==> config.mk <==
export PLATFORM = sky130hd
export DESIGN_NAME = rep_dedup_serializer_flat
export DESIGN_NICKNAME = d
export VERILOG_FILES = /design/src/rtl/rep_dedup_serializer_if.sv /design/src/rtl/rep_dedup_serializer.sv /design/src/flat_wrapper.sv
export SDC_FILE = /design/constraint.sdc
export NUM_CORES = 1
export LEC_CHECK = 0
export CORE_UTILIZATION = 53
export DETAILED_ROUTE_END_ITERATION = 10
export MAX_ROUTING_LAYER = met4
export PLACE_DENSITY = 0.8
export SLEW_MARGIN = 20
export SYNTH_ARGS = -nofsm -noshare
export SYNTH_HDL_FRONTEND = slang
export SYNTH_SLANG_ARGS = --single-unit
export TNS_END_PERCENT = 10
==> constraint.sdc <==
create_clock -name clk -period 3.1 [get_ports clk]
set_input_delay 0.62 -clock clk [delete_from_list [all_inputs] [get_ports clk]]
set_output_delay 0.62 -clock clk [all_outputs]
set_load 0.005 [all_outputs]
==> src/rtl/rep_dedup_serializer_if.sv <==
// Valid/avail handshake bundle used on both sides of rep_dedup_serializer.
// The producer drives valid/data/last; the consumer drives avail.
interface rep_dedup_serializer_if #(
  parameter int unsigned WIDTH = 8
);
  logic             valid;
  logic [WIDTH-1:0] data;
  logic             avail;
  logic             last;

  modport master (output valid, output data, output last, input avail);
  modport slave  (input valid, input data, input last, output avail);
endinterface

==> src/rtl/rep_dedup_serializer.sv <==
// Serializes the distinct (leader) values of each detector group, one per cycle, with mask.
// Optional statistics counters are compiled in when REP_DEDUP_STATS_EN is defined.
module rep_dedup_serializer #(
  parameter int unsigned DATA_WIDTH     = 8,
  parameter int unsigned GROUP_SIZE     = 4,
  parameter int unsigned IDX_BITS       = $clog2(GROUP_SIZE),
  parameter int unsigned LOG_MAX_GROUPS = 16
) (
  input  logic                      clk,
  input  logic                      rst,
  input  logic                      i_configure,
  input  logic [LOG_MAX_GROUPS-1:0] i_num_groups,
  rep_dedup_serializer_if.slave     i_grp,
  rep_dedup_serializer_if.master    o_uniq
`ifdef REP_DEDUP_STATS_EN
  ,
  output logic [31:0]               o_stat_groups,
  output logic [31:0]               o_stat_uniques
`endif
);

  localparam int unsigned OutW   = GROUP_SIZE + IDX_BITS + DATA_WIDTH;
  localparam int unsigned MatOff = GROUP_SIZE * DATA_WIDTH;

  typedef enum logic [0:0] {StIdle, StEmit} state_e;

  state_e                                   r_state, w_state_d;
  logic [GROUP_SIZE-1:0][DATA_WIDTH-1:0]    r_values, w_values_d;
  logic [GROUP_SIZE-1:0][GROUP_SIZE-1:0]    r_rows, w_rows_d;
  logic [GROUP_SIZE-1:0]                    r_pending, w_pending_d;
  logic                                     r_valid, w_valid_d;
  logic [OutW-1:0]                          r_data, w_data_d;
  logic                                     r_last, w_last_d;
  logic                                     r_avail, w_avail_d;
  logic [LOG_MAX_GROUPS-1:0]                r_grp_cnt, w_grp_cnt_d;
  logic [LOG_MAX_GROUPS-1:0]                r_num_groups, w_num_groups_d;

  logic [GROUP_SIZE-1:0][DATA_WIDTH-1:0]    w_in_values;
  logic [GROUP_SIZE-1:0][GROUP_SIZE-1:0]    w_in_rows;
  logic [GROUP_SIZE-1:0]                    w_in_leaders;
  logic                                     w_capture;
  logic                                     w_uniq_acc;
  logic                                     w_grp_done;
  logic                                     w_cnt_at_end;
  logic [GROUP_SIZE-1:0]                    w_sel_set;
  logic [GROUP_SIZE-1:0][DATA_WIDTH-1:0]    w_sel_values;
  logic [GROUP_SIZE-1:0][GROUP_SIZE-1:0]    w_sel_rows;
  logic [IDX_BITS-1:0]                      w_sel_idx;
  logic [GROUP_SIZE-1:0]                    w_sel_mask;
  logic [GROUP_SIZE-1:0]                    w_sel_rest;
  logic [OutW-1:0]                          w_sel_data;
  logic                                     w_sel_last;

  // Unpack the detector word and find leaders: no earlier position marked equal.
  always_comb begin
    w_in_values  = '0;
    w_in_rows    = '0;
    w_in_leaders = '0;
    for (int k = 0; k < GROUP_SIZE; k++) begin
      w_in_values[k] = i_grp.data[k*DATA_WIDTH +: DATA_WIDTH];
      w_in_rows[k]   = i_grp.data[MatOff + k*GROUP_SIZE +: GROUP_SIZE];
    end
    for (int i = 0; i < GROUP_SIZE; i++) begin
      w_in_leaders[i] = 1'b1;
      for (int j = 0; j < i; j++) begin
        if (w_in_rows[i][j]) w_in_leaders[i] = 1'b0;
      end
    end
  end

  assign w_capture    = (r_state == StIdle) && i_grp.valid && r_avail;
  assign w_uniq_acc   = !i_configure && (r_state == StEmit) && r_valid && o_uniq.avail;
  assign w_grp_done   = w_uniq_acc && (r_pending == '0);
  assign w_cnt_at_end = (r_num_groups != '0) &&
                        (r_grp_cnt == r_num_groups - LOG_MAX_GROUPS'(1));

  // One shared presenter: fresh group on capture, otherwise the remaining leaders.
  always_comb begin
    w_sel_set    = w_capture ? w_in_leaders : r_pending;
    w_sel_values = w_capture ? w_in_values  : r_values;
    w_sel_rows   = w_capture ? w_in_rows    : r_rows;
    w_sel_idx    = '0;
    for (int i = GROUP_SIZE - 1; i >= 0; i--) begin
      if (w_sel_set[i]) w_sel_idx = IDX_BITS'(i);
    end
    w_sel_mask = w_sel_rows[w_sel_idx] | (GROUP_SIZE'(1) << w_sel_idx);
    w_sel_rest = w_sel_set & ~(GROUP_SIZE'(1) << w_sel_idx);
    w_sel_data = {w_sel_mask, w_sel_idx, w_sel_values[w_sel_idx]};
    w_sel_last = (w_sel_rest == '0) && w_cnt_at_end;
  end

  always_comb begin
    w_state_d      = r_state;
    w_values_d     = r_values;
    w_rows_d       = r_rows;
    w_pending_d    = r_pending;
    w_valid_d      = r_valid;
    w_data_d       = r_data;
    w_last_d       = r_last;
    w_avail_d      = r_avail;
    w_grp_cnt_d    = r_grp_cnt;
    w_num_groups_d = r_num_groups;
    if (i_configure) begin
      w_num_groups_d = i_num_groups;
      w_grp_cnt_d    = '0;
      w_pending_d    = '0;
      w_valid_d      = 1'b0;
      w_last_d       = 1'b0;
      w_avail_d      = 1'b1;
      w_state_d      = StIdle;
    end else begin
      unique case (r_state)
        StIdle: begin
          w_avail_d = 1'b1;
          if (w_capture) begin
            w_values_d  = w_in_values;
            w_rows_d    = w_in_rows;
            w_pending_d = w_sel_rest;
            w_valid_d   = 1'b1;
            w_data_d    = w_sel_data;
            w_last_d    = w_sel_last;
            w_avail_d   = 1'b0;
            w_state_d   = StEmit;
          end
        end
        StEmit: begin
          if (w_uniq_acc) begin
            if (r_pending != '0) begin
              w_pending_d = w_sel_rest;
              w_data_d    = w_sel_data;
              w_last_d    = w_sel_last;
            end else begin
              w_valid_d   = 1'b0;
              w_last_d    = 1'b0;
              w_avail_d   = 1'b1;
              w_state_d   = StIdle;
              // num_groups == 0 falls through to natural 2^LOG_MAX_GROUPS wrap.
              w_grp_cnt_d = w_cnt_at_end ? '0 : r_grp_cnt + LOG_MAX_GROUPS'(1);
            end
          end
        end
        default: w_state_d = StIdle;
      endcase
    end
  end

  always_ff @(posedge clk) begin
    if (rst) begin
      r_state      <= StIdle;
      r_values     <= '0;
      r_rows       <= '0;
      r_pending    <= '0;
      r_valid      <= 1'b0;
      r_data       <= '0;
      r_last       <= 1'b0;
      r_avail      <= 1'b0;
      r_grp_cnt    <= '0;
      r_num_groups <= '0;
    end else begin
      r_state      <= w_state_d;
      r_values     <= w_values_d;
      r_rows       <= w_rows_d;
      r_pending    <= w_pending_d;
      r_valid      <= w_valid_d;
      r_data       <= w_data_d;
      r_last       <= w_last_d;
      r_avail      <= w_avail_d;
      r_grp_cnt    <= w_grp_cnt_d;
      r_num_groups <= w_num_groups_d;
    end
  end

  assign i_grp.avail  = r_avail;
  assign o_uniq.valid = r_valid;
  assign o_uniq.data  = r_data;
  assign o_uniq.last  = r_last;

`ifdef REP_DEDUP_STATS_EN
  logic [31:0] r_stat_groups;
  logic [31:0] r_stat_uniques;

  always_ff @(posedge clk) begin
    if (rst || i_configure) begin
      r_stat_groups  <= '0;
      r_stat_uniques <= '0;
    end else begin
      if (w_uniq_acc) r_stat_uniques <= r_stat_uniques + 32'd1;
      if (w_grp_done) r_stat_groups  <= r_stat_groups + 32'd1;
    end
  end

  assign o_stat_groups  = r_stat_groups;
  assign o_stat_uniques = r_stat_uniques;
`endif

endmodule

==> src/flat_wrapper.sv <==
// flat-port wrapper written by rule: the top's interface ports become plain ports
module rep_dedup_serializer_flat 
#(
  parameter int unsigned DATA_WIDTH     = 8,
  parameter int unsigned GROUP_SIZE     = 4,
  parameter int unsigned IDX_BITS       = $clog2(GROUP_SIZE),
  parameter int unsigned LOG_MAX_GROUPS = 16
)
  (clk, rst, i_configure, i_num_groups, i_grp_valid, i_grp_data, i_grp_last, i_grp_avail, o_uniq_valid, o_uniq_data, o_uniq_last, o_uniq_avail);
  rep_dedup_serializer_if #(.WIDTH(((4) * (8) + (4) * (4)))) i_grp_i ();
  rep_dedup_serializer_if #(.WIDTH(((4) + (2) + (8)))) o_uniq_i ();
  input  logic clk;
  input  logic rst;
  input  logic i_configure;
  input  logic [LOG_MAX_GROUPS-1:0] i_num_groups;
  input wire logic [$bits(i_grp_i.valid)-1:0] i_grp_valid;
  input wire logic [$bits(i_grp_i.data)-1:0] i_grp_data;
  input wire logic [$bits(i_grp_i.last)-1:0] i_grp_last;
  output wire logic [$bits(i_grp_i.avail)-1:0] i_grp_avail;
  output wire logic [$bits(o_uniq_i.valid)-1:0] o_uniq_valid;
  output wire logic [$bits(o_uniq_i.data)-1:0] o_uniq_data;
  output wire logic [$bits(o_uniq_i.last)-1:0] o_uniq_last;
  input wire logic [$bits(o_uniq_i.avail)-1:0] o_uniq_avail;
  assign i_grp_i.valid = i_grp_valid;
  assign i_grp_i.data = i_grp_data;
  assign i_grp_i.last = i_grp_last;
  assign i_grp_avail = i_grp_i.avail;
  assign o_uniq_valid = o_uniq_i.valid;
  assign o_uniq_data = o_uniq_i.data;
  assign o_uniq_last = o_uniq_i.last;
  assign o_uniq_i.avail = o_uniq_avail;
  rep_dedup_serializer #(.DATA_WIDTH(DATA_WIDTH), .GROUP_SIZE(GROUP_SIZE), .IDX_BITS(IDX_BITS), .LOG_MAX_GROUPS(LOG_MAX_GROUPS)) u_core (.clk(clk), .rst(rst), .i_configure(i_configure), .i_num_groups(i_num_groups), .i_grp(i_grp_i), .o_uniq(o_uniq_i));
endmodule
==> results by group, run 1 <==
Status
  – Status: finished, violations left
  – Failing checks: design-rule violations

Die
  – Die width: just under 100 µm
  – Initial core utilization: 0.551
  – # IOs: 87
  – Die footprint: between 9000 and 10000 µm²
  – Row count: 34
  – CORE AREA: 8810 µm²
  – Chip height: 97.7 µm

Critical path
  – WP buf/inv: 1
  – R2r worst-path depth: 8
  – WP data arrival: ~3100 ps
  – Max incr delay on CP: around 530 ps
  – Worst r2r src: u_core.r_num_groups[0]
  – Worst-path fanout max: 9
  – Critical Path End Type: register
  – FF-to-FF setup slack: 290 ps
  – CP Launch Point: u_core.r_num_groups[0]
  – Crit-path cells: inv_1, ha_1, or3b_1, a211o_1, a32o_1, or3_1, or4_1, o21ai_1
  – RR Endpoint: u_core.o_uniq.last
  – CP Depth: 8
  – Crit path required time: 3400 ps
  – Critical path's top delay family: simple AND/OR/NAND/NOR gates
  – Setup CP Type: register to register
  – CP max-delay cell: or4_1
  – Startpoint types: register

Global route
  – Gr usage total: 0.275
  – Initial antenna violation count: 0
  – Largest net degree at the start of global routing: 45
  – First-pass GRT wire length: slightly above 20000 µm
  – Vias in the first global route: 4413
  – Gr ovfl total: 0

Logic synthesis
  – Syn Area/Cell: about 8 µm²
  – Number of flops mapped to enable cells by yosys: 0
  – Yosys top cell by area: dfxtp_1
  – Synth Register Bits: 98
  – Synth top area cells: dfxtp_1 40%, nand2_1 11%, a21oi_1 6.7%
  – Asr flop ratio synth: 0
  – Seq/Total Area, Yosys: 0.404
  – Syn Nets: 694
  – Synth unique cells: 57
  – Top cell type's share of synthesized area: 0.404
  – Synth Flop Type: dfxtp_1
  – Area of the mapped netlist: roughly 4900 µm²
  – Post-synthesis cell count: between 600 and 700
  – Yosys Warn Count: 0

STA
  – Max_slew headroom: 0.338
  – Setup TNS: 0 ps
  – RSZ-0062 raised after global routing: false
  – Final period util: 0.907
  – Final Hold Fails: 0
  – Finish-stage setup viols: 0
  – Final setup skew: between 10 and 15 ps
  – Fmax: roughly 0.36 GHz
  – Actual slew at the worst max-slew pin: 990 ps
  – Tmin final: 2810 ps
  – Pins over their slew limit: 0

Routing
  – Drt total wl: about 12000 µm
  – Final ANT Viol Nets: 0
  – DR pass1 iterations: 8
  – Initial DRC count: 240
  – Post-route DRC violation count: 6
  – Vias: 4551
  – Via-to-Cell Ratio: 5.76
  – WL/cell: 15.5 µm

Clocking
  – Clock tree root driver cell: clkbuf_8
  – CTS clock-pin slew for the worst setup and hold paths: 110 ps
  – CTS Buf Count: 9
  – Post-CTS setup buffers: 0
  – H-Tree Depth: 3
  – Clock insertion delay at the later pin of the skew report: 370 ps
  – Clk sinks: about 100
  – CTS tree: yes
  – Max clock buf depth: 2
  – Hold_buf cts: 0
  – Post-CTS Resized: 0

Power
  – LEAKAGE: about 2.0 nW
  – Cell Pwr Density: 430 nW/µm²
  – VDD IR max: 0.211 mV

Hold path
  – Cells on Worst Hold Path: 2
  – Worst min path class: register to register
  – Min-Delay Startpoint: u_core.r_values[3]
  – Hold Path Sink: u_core.r_values[3]

Layout
  – Nets@finish: 750
  – Area Overhead vs Synth: 21.1%
  – Most frequent cells in the layout: 138 x nand2_1, 98 x dfxtp_1, 80 x clkdlybuf4s50_1
  – Ant. Diodes: 0
  – Final core occ: 0.667
  – Layout cell share with drive strength beyond 1: 0.0718
  – Commonest non-fill, non-tap cell in the layout: nand2_1

Placed design
  – I/O Buffers: 81
  – Placer Congestion: 0.951
  – DP HPWL: about 8400 µm

Flow run
  – Max Cap Violations: 0
## tightest hold or removal path: cells and delay by family, from the launching register on
family	cells	cell delay, ps
DFF	1	320
AOI/OAI and AO/OA	1	50
and+or+nand+nor	1	50
## layout make-up
class	instances	area (µm²)
multi-input combinational	468	2670
fill	727	2930
tap	108	135
sequential	98	1960
inverter	8	30.0
timing repair buffer	92	888
clock inverter	6	56.3
clock buffer	10	138
## through the flow
stage	std cells	hold WS (ps)	setup slack (ps)	instance area, µm²	power, mW
floorplan	621	433	528	4850	1.58
global placement	774	440	431	5680	1.73
detailed placement	774	447	337	5680	1.74
CTS	790	462	321	5880	2.54
global route	790	483	180	5880	2.64
finish	790	462	287	5880	2.53
## logic make-up after synthesis
kind of cell	after synthesis	share of synthesized area
AND/OR/NAND/NOR	300	0.298
AO/OA/AOI/OAI	108	0.133
flip-flops	98	0.404
buffers and inverters	55	0.0482
XOR/XNOR	37	0.0668
multiplexers	19	0.0392
adder cells (fa/ha/maj)	4	0.00980
## state kept, by name, summed over array words and instances, names as in the netlist, 4 cells and up
name and count:
u_core.r_num_groups 16, u_core.r_rows 12, u_core.r_grp_cnt 16, u_core.o_uniq.data 14
u_core.r_values 32, u_core.r_pending 4
## synthesized netlist by cell type (all sizes together), types with 2 or more instances
library cell,instances
nand2,138
dfxtp,98
a21oi,65
nor2,50
clkbuf,39
nand3,37
nor3,28
xnor2,27
mux2i,19
a211oi,12
nor4,10
xor2,10
o21ai,9
buf,8
inv,8
nand2b,7
or3,5
or4,5
o311ai,4
and3,3
ha,3
nand3b,3
nand4,3
a21o,2
a311oi,2
and2,2
nand4b,2
nor4b,2
o211ai,2
o31ai,2
## how the worst max path moves through the flow
| stage | to | slack (ps) |
|---|---|---|
| 2_1_floorplan | u_core.r_grp_cnt[14] | 530 |
| 3_3_place_gp | u_core.o_uniq.last | 430 |
| 3_5_place_dp | u_core.o_uniq.last | 340 |
| 4_1_cts | u_core.o_uniq.last | 320 |
| 5_1_grt | u_core.r_grp_cnt[10] | 180 |
| 6_report | u_core.o_uniq.last | 290 |
## power breakdown
| group | internal [mW] | switching [mW] | leakage, nW |
|---|---|---|---|
| combinational | 0.188 | 0.192 | 1.11 |
| clock | 0.331 | 0.479 | 0.0969 |
| sequential | 1.30 | 0.0388 | 0.797 |
## routing by layer
layer,track usage,vias to the layer above,share of wire
li1,-,2240,-
met1,0.322,2120,0.42
met2,0.461,164,0.50
met3,0.0525,27,0.061
met4,0.119,0,0.024
met5,-,-,0
Note: power is estimated with default switching activity, not from simulation.
==> inputs of run 2 (changes only) <==
--- a/config.mk
+++ b/config.mk
@@ -9,7 +9,6 @@
 export DETAILED_ROUTE_END_ITERATION = 10
 export MAX_ROUTING_LAYER = met4
 export PLACE_DENSITY = 0.8
-export SLEW_MARGIN = 20
 export SYNTH_ARGS = -nofsm -noshare
 export SYNTH_HDL_FRONTEND = slang
 export SYNTH_SLANG_ARGS = --single-unit
==> results of run 2 <==
Same layout as run 1: the final DEF is identical, and so are final timing and power.
==> inputs of run 3 (changes only) <==
--- a/config.mk
+++ b/config.mk
@@ -5,6 +5,7 @@
 export SDC_FILE = /design/constraint.sdc
 export NUM_CORES = 1
 export LEC_CHECK = 0
+export CAP_MARGIN = 20
 export CORE_UTILIZATION = 53
 export DETAILED_ROUTE_END_ITERATION = 10
 export MAX_ROUTING_LAYER = met4
==> results of run 3 <==
Same layout as run 1: the final DEF is identical, and so are final timing and power.
